<file path="src/rtl/shift_reg_pkg.sv">
// Shared types for the multi-lane shift register: operation modes and their width.
package shift_reg_pkg;

  localparam int MODE_W = 2;

  typedef enum logic [MODE_W-1:0] {
    MODE_HOLD       = 2'd0,
    MODE_SHIFT_UP   = 2'd1,
    MODE_SHIFT_DOWN = 2'd2,
    MODE_LOAD       = 2'd3
  } mode_e;

  // Fill counter width needed to represent 0..depth inclusive.
  function automatic int fill_cnt_w(input int depth);
    return $clog2(depth + 1);
  endfunction

endpackage

</file>
<file path="src/rtl/shift_reg_edge_detect.sv">
// Single-bit registered rising-edge detector. History samples on every edge so a
// held 1 yields exactly one pulse, independent of any enable in the parent.
module shift_reg_edge_detect (
  input  logic clk_i,
  input  logic rst_ni,
  input  logic d_i,
  output logic rise_o
);

  logic hist_q;
  logic rise_q;

  always_ff @(posedge clk_i or negedge rst_ni) begin
    if (!rst_ni) begin
      hist_q <= 1'b0;
      rise_q <= 1'b0;
    end else begin
      hist_q <= d_i;
      rise_q <= d_i & ~hist_q;
    end
  end

  assign rise_o = rise_q;

endmodule

</file>
<file path="src/rtl/shift_reg_multi.sv">
// DEPTH x WIDTH shift register with up/down shift, parallel load, hold, saturating
// fill counter and optional tap rising-edge detect (SHIFT_REG_TAP_DETECT_EN).
module shift_reg_multi
  import shift_reg_pkg::*;
#(
  parameter int WIDTH = 1,
  parameter int DEPTH = 4,
  parameter int TAP   = DEPTH - 1
) (
  input  logic                          clock,
  input  logic                          reset_n,
  input  logic                          enable,
  input  logic [MODE_W-1:0]             mode,
  input  logic [WIDTH-1:0]              serial_in_lo,
  input  logic [WIDTH-1:0]              serial_in_hi,
  input  logic [DEPTH*WIDTH-1:0]        load_data,
  output logic [DEPTH*WIDTH-1:0]        parallel_out,
  output logic [WIDTH-1:0]              serial_out_hi,
  output logic [WIDTH-1:0]              serial_out_lo,
  output logic [$clog2(DEPTH+1)-1:0]    fill_count,
  output logic                          full,
  output logic                          tap_rise
);

  localparam int CNT_W = $clog2(DEPTH + 1);
  localparam logic [CNT_W-1:0] FILL_MAX = CNT_W'(DEPTH);

  // Packed so stage k lands at [k*WIDTH +: WIDTH], matching load_data/parallel_out.
  logic [DEPTH-1:0][WIDTH-1:0] stage_q, stage_d;
  logic [CNT_W-1:0]            fill_q, fill_d;
  mode_e                       mode_s;

  assign mode_s = mode_e'(mode);

  always_comb begin
    stage_d = stage_q;
    fill_d  = fill_q;
    case (mode_s)
      MODE_SHIFT_UP: begin
        stage_d = {stage_q[DEPTH-2:0], serial_in_lo};
        if (fill_q != FILL_MAX) fill_d = fill_q + 1'b1;
      end
      MODE_SHIFT_DOWN: begin
        stage_d = {serial_in_hi, stage_q[DEPTH-1:1]};
        if (fill_q != FILL_MAX) fill_d = fill_q + 1'b1;
      end
      MODE_LOAD: begin
        stage_d = load_data;
        fill_d  = FILL_MAX;
      end
      default: ;
    endcase
  end

  always_ff @(posedge clock or negedge reset_n) begin
    if (!reset_n) begin
      stage_q <= '0;
      fill_q  <= '0;
    end else if (enable) begin
      stage_q <= stage_d;
      fill_q  <= fill_d;
    end
  end

  assign parallel_out  = stage_q;
  assign serial_out_lo = stage_q[0];
  assign serial_out_hi = stage_q[DEPTH-1];
  assign fill_count    = fill_q;
  assign full          = (fill_q == FILL_MAX);

`ifdef SHIFT_REG_TAP_DETECT_EN
  shift_reg_edge_detect u_tap_edge (
    .clk_i  (clock),
    .rst_ni (reset_n),
    .d_i    (stage_q[TAP][0]),
    .rise_o (tap_rise)
  );
`else
  assign tap_rise = 1'b0;
`endif

endmodule

</file>
<file path="config.mk">
export PLATFORM = sky130hd
export DESIGN_NAME = shift_reg_multi
export DESIGN_NICKNAME = d
export VERILOG_FILES = /design/src/rtl/shift_reg_pkg.sv /design/src/rtl/shift_reg_edge_detect.sv /design/src/rtl/shift_reg_multi.sv
export SDC_FILE = /design/constraint.sdc
export NUM_CORES = 1
export LEC_CHECK = 0
export ABC_CLOCK_PERIOD_IN_PS = 1600
export CAP_MARGIN = 30
export CORE_AREA = 2 2 39 41
export DETAILED_ROUTE_END_ITERATION = 10
export DIE_AREA = 0 0 41 43
export GPL_TIMING_DRIVEN = 0
export HOLD_SLACK_MARGIN = 0.02
export PLACE_DENSITY = 0.73
export SYNTH_ARGS = -nofsm -noshare
export SYNTH_HDL_FRONTEND = slang
export SYNTH_SLANG_ARGS = --single-unit
export TNS_END_PERCENT = 50
</file>
<file path="constraint.sdc">
create_clock -name clock -period 1.6 [get_ports clock]
set_input_delay 0.16 -clock clock [delete_from_list [all_inputs] [get_ports clock]]
set_output_delay 0.16 -clock clock [all_outputs]
set_load 0.03 [all_outputs]
</file>
* Word level (Yosys, flattened, before mapping) *
Cells that the tools add are included.

storage, ports and cells
  bits in registers = 7
  input port bits = 11
  word-level logic and storage cells = 20

operators by class
  $add $sub $neg = 1
  equality and inequality tests = 6
  mux-type cells = 3
  reductions and logical operators = 5

operator list
  kind                   count
  $pmux W4 S3            1
  $pmux W3 S2            1
  $eq A2 B2 Y1 const B   2
  $add A3 B1 Y3 const B  1
  $eq A3 B3 Y1 const B   1
  $mux W3                1
  $ne A3 B3 Y1 const B   1
  $reduce_and A3 Y1      1
  $reduce_bool A3 Y1     1
  $eq A2 B1 Y1 const B   1
  $ne A2 B1 Y1 const B   1
  $reduce_and A2 Y1      1
  $reduce_bool A2 Y1     1
  $reduce_or A2 Y1       1

* Logic depth before layout (Yosys ltp) *
  word-level depth = 4
  mapped depth = 6
  gate-level depth less buffers = 5

* Least setup slack after synthesis *
Ideal clock, no wire load.

  kind = register -> register
  from = reg fill_q[0] (netlist: fill_count[0])
  to = reg fill_q[0] (netlist: fill_count[0])
  library setup time = 0.126 ns
  arrival = 1.515 ns
  required time = 1.474 ns
  path slack = -0.041 ns
  cell stages (with the launch flop) = 6
  path buffers = 0
  period minus slack after synthesis = 1.641 ns
  cells stage by stage = dfrtp_1 > inv_1 > ha_1 > and2_1 > nor2_1 > a221o_1

between the ends
  longest elaborated chain between the ends = 3
  elaborated cells on any way between the ends = 6

RTL lines
  what                                              line                                          text
  from (decl)                                       shift_reg_multi.sv:30                         logic [CNT_W-1:0] fill_q, fill_d;
  from (signal assigned)                            shift_reg_multi.sv:61                         fill_q <= fill_d;
  $add A3 B1 Y3 or $ne A3 B3 Y1 (tied branches)     shift_reg_multi.sv:41, shift_reg_multi.sv:45
  $mux W3 or $ne A2 B1 Y1 (tied branches)           -
  $pmux W3 S2 or $reduce_and A3 Y1 (tied branches)  -

Parallel ways exist; a longest one is shown, timed or not. The select of a mux whose other input is x is not followed.
A chain may end at the register's enable or synchronous reset.

* Final worst setup path *
  from = in mode[1]
  to = reg fill_q[2] (netlist: fill_count[2])

between the ends
  longest elaborated chain between the ends = 4
  elaborated cells on any way between the ends = 8

RTL lines
  what                                                          line                   text
  from (decl)                                                   shift_reg_multi.sv:13  input logic [MODE_W-1:0] mode,
  $eq A2 B2 Y1 or $eq A2 B1 Y1 (tied branches)                  shift_reg_multi.sv:38  case (mode_s)
  $reduce_or A2 Y1 (no line)                                    -
  $ne A2 B1 Y1 (no line) or $reduce_bool A2 Y1 (tied branches)  -
  $reduce_and A3 Y1 (no line)                                   -

Parallel ways exist; a longest one is shown, timed or not.

==> qor.csv <==
metric;value;unit
grt.total_usage;15.7;%
clk_pin_slew;50;ps
slowest_stage;clkdlybuf4s50_1;
fin_crit_sh;94.7;%
cp_num_buf_inv;2;
drive_gt1_share;16.9;%
crit_fanout;6;
synth-seq-area-share;34.6;%
worst_clock_skew;0.653;ps
gp_congestion;0.800;
async_reset_ff_share;100;%
outcome;finished, final reports clean;
stdcell_area;759;µm²
path_cells;clkdlybuf4s50_1, inv_1, ha_2, o21ai_2, a2111oi_2, a21boi_1;
die_w;41;µm
slowest_delay;520;ps
clk_latency;250;ps
cap_violations;0;
vias;489;
synthCells;58;
netlist_area;507;µm²
cts_tree;done;
nNetsFinal;101;
postRouteAntennaNets;0;
crit_arrival;1640;ps
fp.dieH;43;µm
worstSetupEndpointType;flip-flop;
ys.flop_type;dfrtp_1;
critPathTopFamily;buffers and inverters;
synth_top_area_share;34.6;%
rsz0062_at_grt;false;
vdd_drop_max;0.700;mV
min_path_type;input pin to asynchronous set/reset pin;
period_needed;1520;ps
critPathLaunchType;input pin;
routed_via_density;4.94;
yosys.area.top_type;dfrtp_1;
yosysMostFrequentCell;nor2_1;
wire_per_inst;11.9;µm
drt-total-wl;1180;µm
whs;168;ps
cts_buffers;3;
clockBufferDepth;2;
num_io_pins;22;
yosys_register_bits;7;
critPathRequiredTime;1730;ps
firstDrtPassIters;4;
p_per_area;1360;nW/µm²
fmax;0.660;GHz
numPortBuffers;20;
overflow;0;
grt_max_degree;9;
hold_viol_final;0;
placed_area;728;µm²
post_cts_hold_buffer_count;0;
synth_area_leaders;dfrtp_1 (35%), ha_1 (15%), a22oi_1 (5.9%), nor2_1 (5.9%), a31oi_1 (4.9%);
design.die.area;1760;µm²
ys_top_cells_by_count;nor2_1 (8), dfrtp_1 (7), ha_1 (6), nand2_1 (6), inv_1 (5);
drc;0;
diodes;0;
p_leak;0.353;nW
fin_ws;85.0;ps
slew_viol_final;0;
synth_area_per_cell;8.74;µm²
first_global_vias;445;
synth_edf_count;0;
drt_iter0_markers;12;
cts_root_buf;clkbuf_4;
pre_cts_ws;-223;ps
synth.distinct_cells;22;
h-tree-depth;1;
grt_pass1_wl;1870;µm
setup_viol;0;
critPathKind;input pin to flip-flop;
synthToLayoutAreaGrowth;49.9;%
yosysWarnings;0;
coreArea;1380;µm²
cts.sinks;7;
syn_nets;75;
antenna_found_initial;0;
start_util;36.6;%
core.rowCount;14;
-- flip-flops by register name, indices dropped and copies added (netlist names) --
name / flops
serial_out_hi: 1
fill_count: 3
parallel_out: 2
serial_out_lo: 1
-- per-layer routing --
metal	share of wire, %	vias to the layer above	wire, µm	global-route usage [%]
li1	-	251	-	-
met1	42	217	497	18.2
met2	50	17	591	25.6
met3	4.7	4	55	3.14
met4	2.5	0	29	8.00
met5	0	-	0	0
-- through the flow --
stage | power, mW | TNS, ps | cells | util (%)
finish | 1.03 | 0 | 99 | 54.9
global route | 1.10 | 0 | 99 | 54.9
CTS | 1.05 | 0 | 99 | 55.0
detailed placement | 0.875 | -784 | 94 | 52.6
global placement | 0.864 | -598 | 94 | 52.6
floorplan | 0.648 | 0 | 58 | -
-- cells in the final DEF, fill, tap and decap left out, types with 2 or more instances in the layout --
cell	n
a22oi_1	4
a31oi_1	4
buf_2	2
buf_4	5
clkbuf_4	3
clkdlybuf4s50_1	17
dfrtp_1	7
ha_1	5
inv_1	5
nand2_1	6
nor2_1	8
nor3_1	2
-- power breakdown --
part	internal [mW]	leakage, nW	switching [mW]
clock	0.0951	0.0150	0.0639
sequential	0.229	0.0793	0.0545
combinational	0.266	0.258	0.321
-- what timing repair did --
action,in CTS,in global routing
buffers inserted,1,0
setup endpoints to repair,2,5
hold endpoints to repair,0,0
resized for setup,4,4
gates cloned,0,0
-- final timing paths --
check,slack [ps],start,depth (start not counted),end
min in group clock,470,load_data[3],3,serial_out_hi
max,80,mode[1],6,fill_count[2]
max in group asynchronous,1200,reset_n,1,fill_count[0]
min,170,reset_n,1,fill_count[2]
min reg2reg,560,fill_count[1],1,fill_count[1]
max reg2reg,150,fill_count[1],5,fill_count[1]
-- cells by family (layout without fill, tap and decap cells) --
| logic type | Yosys count | in the layout | synth area share [%] |
|---|---|---|---|
| adders and majority gates | 6 | 6 | 14.8 |
| and+or+nand+nor | 20 | 20 | 17.5 |
| DFF | 7 | 7 | 34.6 |
| AOI/OAI and AO/OA | 15 | 15 | 23.2 |
| other | 1 | 1 | 0.740 |
| buffers and inverters | 9 | 34 | 9.13 |
-- area by class of cell --
type                            count  area, µm²
Fill cell                         132        624
Multi-Input combinational cell     42        289
Timing Repair Buffer               21        203
Sequential cell                     7        175
Buffer                              4       27.5
Clock buffer                        4       26.3
Tap cell                           16       20.0
Inverter                            5       18.8
(Power assumes the default switching activity.)
==> RTL change 1: new RTL, config.mk and constraints unchanged <==
Reset style: synchronous (`reset_n`), changed in one clocked block.
--- a/src/rtl/shift_reg_multi.sv
+++ b/src/rtl/shift_reg_multi.sv
@@ -52,7 +52,7 @@
     endcase
   end
 
-  always_ff @(posedge clock or negedge reset_n) begin
+  always_ff @(posedge clock) begin
     if (!reset_n) begin
       stage_q <= '0;
       fill_q  <= '0;
Behaviour: differs if reset_n is asserted again (counterexample within 4 cycles, from zero or initial values and one cycle with reset_n low); with reset_n held inactive, the same outputs for 10 cycles.
==> RTL change 1 against the original RTL <==
Sequential cell count is the same. Sequential share of layout area shrank 3.5 points. Core utilization shrank 2.2 points. Setup slack lost 0.012 ns. Non-clock buffer count is the same. Cell area shrank 4.0%. Via count shrank 2.9%. Critical path type is now register to output pin. Wire length shrank 7.5%. Die area is the same. Area after synthesis shrank 4.9%.
Power is not compared: it rests on default switching activity, and its combinational part moved more than twofold at a synthesized area within 25%.
==> RTL change 1: results (changes against the original RTL) <==
nFillCells: 145  # +9.8%
crit_slowest_cell: "clkdlybuf4s50_1"
reg2reg_to: "fill_count[2]$_SDFFE_PN0P_"
met3_length_um: 96  # +75%
io_buffers: 20  # unchanged
gr-usage-met3_pct: 3.141  # unchanged
ys_top_cells_by_area: "dfxtp_1 29%, ha_1 16%, a221oi_1 7.3%"
cp-endpoint: "parallel_out[3]"
skew_ns: 0.006576  # +0.005923 ns
grt_start_max_net_pins: 10  # +1
min_path_type: "register to register"
hold-path-cell-count: 2
async_flop_share_pct: 0  # -100 points
power_frac_comb_pct: 31.6
drt-vias-per-instance: 5.000  # +1.2%
fmax_ghz: 0.6547  # -0.81%
largest_register_ffs: 3  # unchanged
cp-startpoint: "serial_out_hi$_SDFFE_PN0P_"
drt_iter0_markers: 6  # -6
hp-start: "fill_count[0]$_SDFFE_PN0P_"
synth_cell_types: 24  # +9.1%
numCtsBuffers: 3  # unchanged
critPathMaxStageDelay_ns: 0.65  # +0.13 ns
grt_pass1_vias: 431  # -3.1%
met1Wirelength_um: 491  # -1.2%
arrival_ns: 1.37  # -0.27 ns
drt_pass1_iterations: 4  # unchanged
r2r_slack_ns: 0.09  # -0.06 ns
wl_met2_um: 493  # -17%
synth_commonest_cells: "7 x dfxtp_1, 6 x ha_1, 5 x o21ai_0"
post_cts_resized: 3  # -1
htreeDepth: 1  # unchanged
postCtsSetupBuffers: 0  # -1
gr-usage-met2_pct: 21.88  # -3.7 points
dp_hpwl_um: 828.9
ff2ff_path_depth: 5  # unchanged
worstReg2RegStart: "fill_count[0]$_SDFFE_PN0P_"
p_seq_share_pct: 38.3
drive_gt1_share_pct: 13.92  # -2.9 points
gp_congestion: 0.7019  # -12%
grt_pass1_wl_um: 1766  # -5.5%
grtUsageTotal_pct: 14.47  # -1.3 points
top_layer_used: "met4"
drt-wirelength-per-cell_um: 11.44  # -3.6%
cp_max_fo: 4  # -2
worstSkewPairLatency_ns: 0.24
pre_cts_ws_ns: -0.3919  # -0.1694 ns
clockBufferDepth: 2  # unchanged
synth_nets: 72  # -4.0%
final_nets: 97  # -4.0%
antenna_found_initial: 0  # unchanged
grt_util_met1_pct: 19.03  # +0.79 points
outcome: "completed"
ys_seq_area_share_pct: 29.09  # -5.5 points
dpl-instance-area_um2: 704.4  # -3.3%
ys.flop_type: "dfxtp_1"
## RTL change 1: kinds of logic after synthesis
kind of cell	share of synthesized area (%)
buffers and inverters	9.607
AND/OR/NAND/NOR	18.18
other	0.7785
adder cells (fa/ha/maj)	15.58
AO/OA/AOI/OAI	26.75
flip-flops	29.09
## RTL change 1: layout make-up
| cell class | instances | area (µm²) | area share [%] |
|---|---|---|---|
| inverters | 4 | 15.01 | 2.058 |
| well taps | 16 | 20.02 | 2.744 |
| plain buffers | 5 | 31.28 | 4.288 |
| repair buffers | 20 | 198.9 | 27.27 |
| clock buffers | 4 | 26.28 | 3.602 |
| flip-flops and latches | 7 | 142.6 | 19.55 |
| multi-input cells | 39 | 295.3 | 40.48 |
## RTL change 1: metrics by stage
step	std cells	hold WS [ns]
after global placement	91	0.4980
after floorplan	55	0.2934
after detailed placement	91	0.4987
after CTS	95	0.5182
final	95	0.5130
after global routing	95	0.5638
==> RTL change 2: new RTL, same flow settings <==
Without the edit above. Add a define of `SHIFT_REG_TAP_DETECT_EN`.
--- a/src/rtl/shift_reg_multi.sv
+++ b/src/rtl/shift_reg_multi.sv
@@ -1,5 +1,7 @@
 // DEPTH x WIDTH shift register with up/down shift, parallel load, hold, saturating
 // fill counter and optional tap rising-edge detect (SHIFT_REG_TAP_DETECT_EN).
+`define SHIFT_REG_TAP_DETECT_EN
+
 module shift_reg_multi
   import shift_reg_pkg::*;
 #(
Check against the original RTL: not equivalent (a bounded check fails within 4 cycles, from zero or initial values and one cycle with reset_n low).
==> RTL change 2 against the original RTL <==
Power increased by 9.0%. Final cell count increased by 6.1%. Wire length decreased by 5.7%. Sequential cell count increased by 2. Via count increased by 7.8%. Critical path type unchanged. Sequential share of layout area increased by 3.9 points. Cell area increased by 9.9%. Worst hold slack improved by 0.015 ns. Clock skew increased by 0.0074 ns. First-iteration DRC count decreased by 42%. Area after synthesis increased by 13%. Setup slack got worse by 0.0015 ns. Largest power group unchanged.
==> RTL change 2: results (changes against the original RTL) <==
outcome: "completed"
pre_cts_ws_ns: -0.2125  # +0.01007 ns
ir_drop_mv: 0.4912  # -30%
drt_iter0_markers: 7  # -5
cts.sinks: 9  # +2
final-clk-cell-share_pct: 3.148  # -0.31 points
worstReg2RegStart: "fill_count[0]$_DFFE_PN0P_"
buffer_area_share_pct: 28.34  # -2.0 points
synth_commonest_cells: "9 x dfrtp_1, 7 x nor2_1, 6 x ha_1, 6 x nand2_1, 5 x inv_1"
netlist_instances: 63  # +8.6%
multi_input_area_share_pct: 36.88  # -1.2 points
ys_top_cells_by_area: "dfrtp_1 39%, ha_1 13%, nor3b_1 5.2%"
async_flop_share_pct: 100.0  # unchanged
drive_gt1_share_pct: 15.73  # -1.1 points
dr_total_vias: 527  # +7.8%
ys_seq_area_share_pct: 39.30  # +4.7 points
drt-total-wl_um: 1108  # -5.7%
synth_top_family_by_area: "simple AND/OR/NAND/NOR gates"
buffers: 26  # +4.0%
finalWorstSetupSlack_ns: 0.08345  # -0.001510 ns
crit_slowest_cell: "clkdlybuf4s50_1"
min_path_type: "input pin to async pin"
gr-usage-met2_pct: 21.88  # -3.7 points
nFillCells: 137  # +3.8%
cts-root-buf: "clkbuf_4"
grt_pass1_vias: 467  # +4.9%
dp_hpwl_um: 880.8
synth.area.mux_share_pct: 0  # unchanged
io_buffers: 21  # +5.0%
grt_start_max_net_pins: 10  # +1
skew_ns: 0.008061  # +0.007408 ns
finalNonFillerCells: 105  # +6.1%
synth_compound_area_share_pct: 18.78  # -4.4 points
synthAdderAreaFrac_pct: 13.10  # -1.7 points
worstSkewPairLatency_ns: 0.26
largest_register_ffs: 3  # unchanged
grt_pass1_wl_um: 1814  # -2.9%
dp.cells: 100  # +6.4%
gp_congestion: 0.7465  # -6.7%
sh_seq_area_pct: 26.99  # +3.9 points
grt_util_met1_pct: 20.27  # +2.0 points
dpl-instance-area_um2: 804.5  # +10%
multi_input_cells: 45  # +7.1%
leakagePower_nw: 0.3784  # +7.3%
synth_nets: 80  # +6.7%
seq_area_um2: 225.2  # +29%
hold_ws_ns: 0.1823  # +0.01460 ns
yosys_warnings: 0  # unchanged
grtUsageTotal_pct: 15.72  # about the same
r2r_slack_ns: 0.14
max_slew_margin_pct: 75.04
==> RTL change 2: cell types whose count changed in the layout (fill, tap and decap cells not counted) <==
cell / delta
a21oi_1: +4
a22oi_1: -4
nor3b_1: +4
dfrtp_1: +2
buf_2: +1
buf_4: -1
conb_1: -1
dlygate4sd2_1: +1
nor2_1: -1
nor2b_1: +1
==> RTL change 2: logic make-up (layout without fill, tap and decap cells) <==
group	after synthesis	after routing
and+or+nand+nor	24	24
AOI/OAI and AO/OA	15	15
DFF	9	9
buffers and inverters	9	35
adders and majority gates	6	6
==> RTL change 2: power breakdown <==
group / switching (mW) / internal [mW]
logic: 0.327 / 0.278
clock network: 0.0733 / 0.0957
registers: 0.0604 / 0.288
==> RTL change 2: timing repair <==
item                       in CTS  in global routing
setup buffers                   0                  1
hold buffers                    0                  0
setup endpoints to repair       2                  5
gates resized for setup         4                  5
==> RTL change 2: routing by layer <==
layer  part of all wire (%)  vias up
li1                       -      269
met1                     47      239
met2                     46       15
met3                    4.2        4
met4                    3.4        0
met5                      0        -
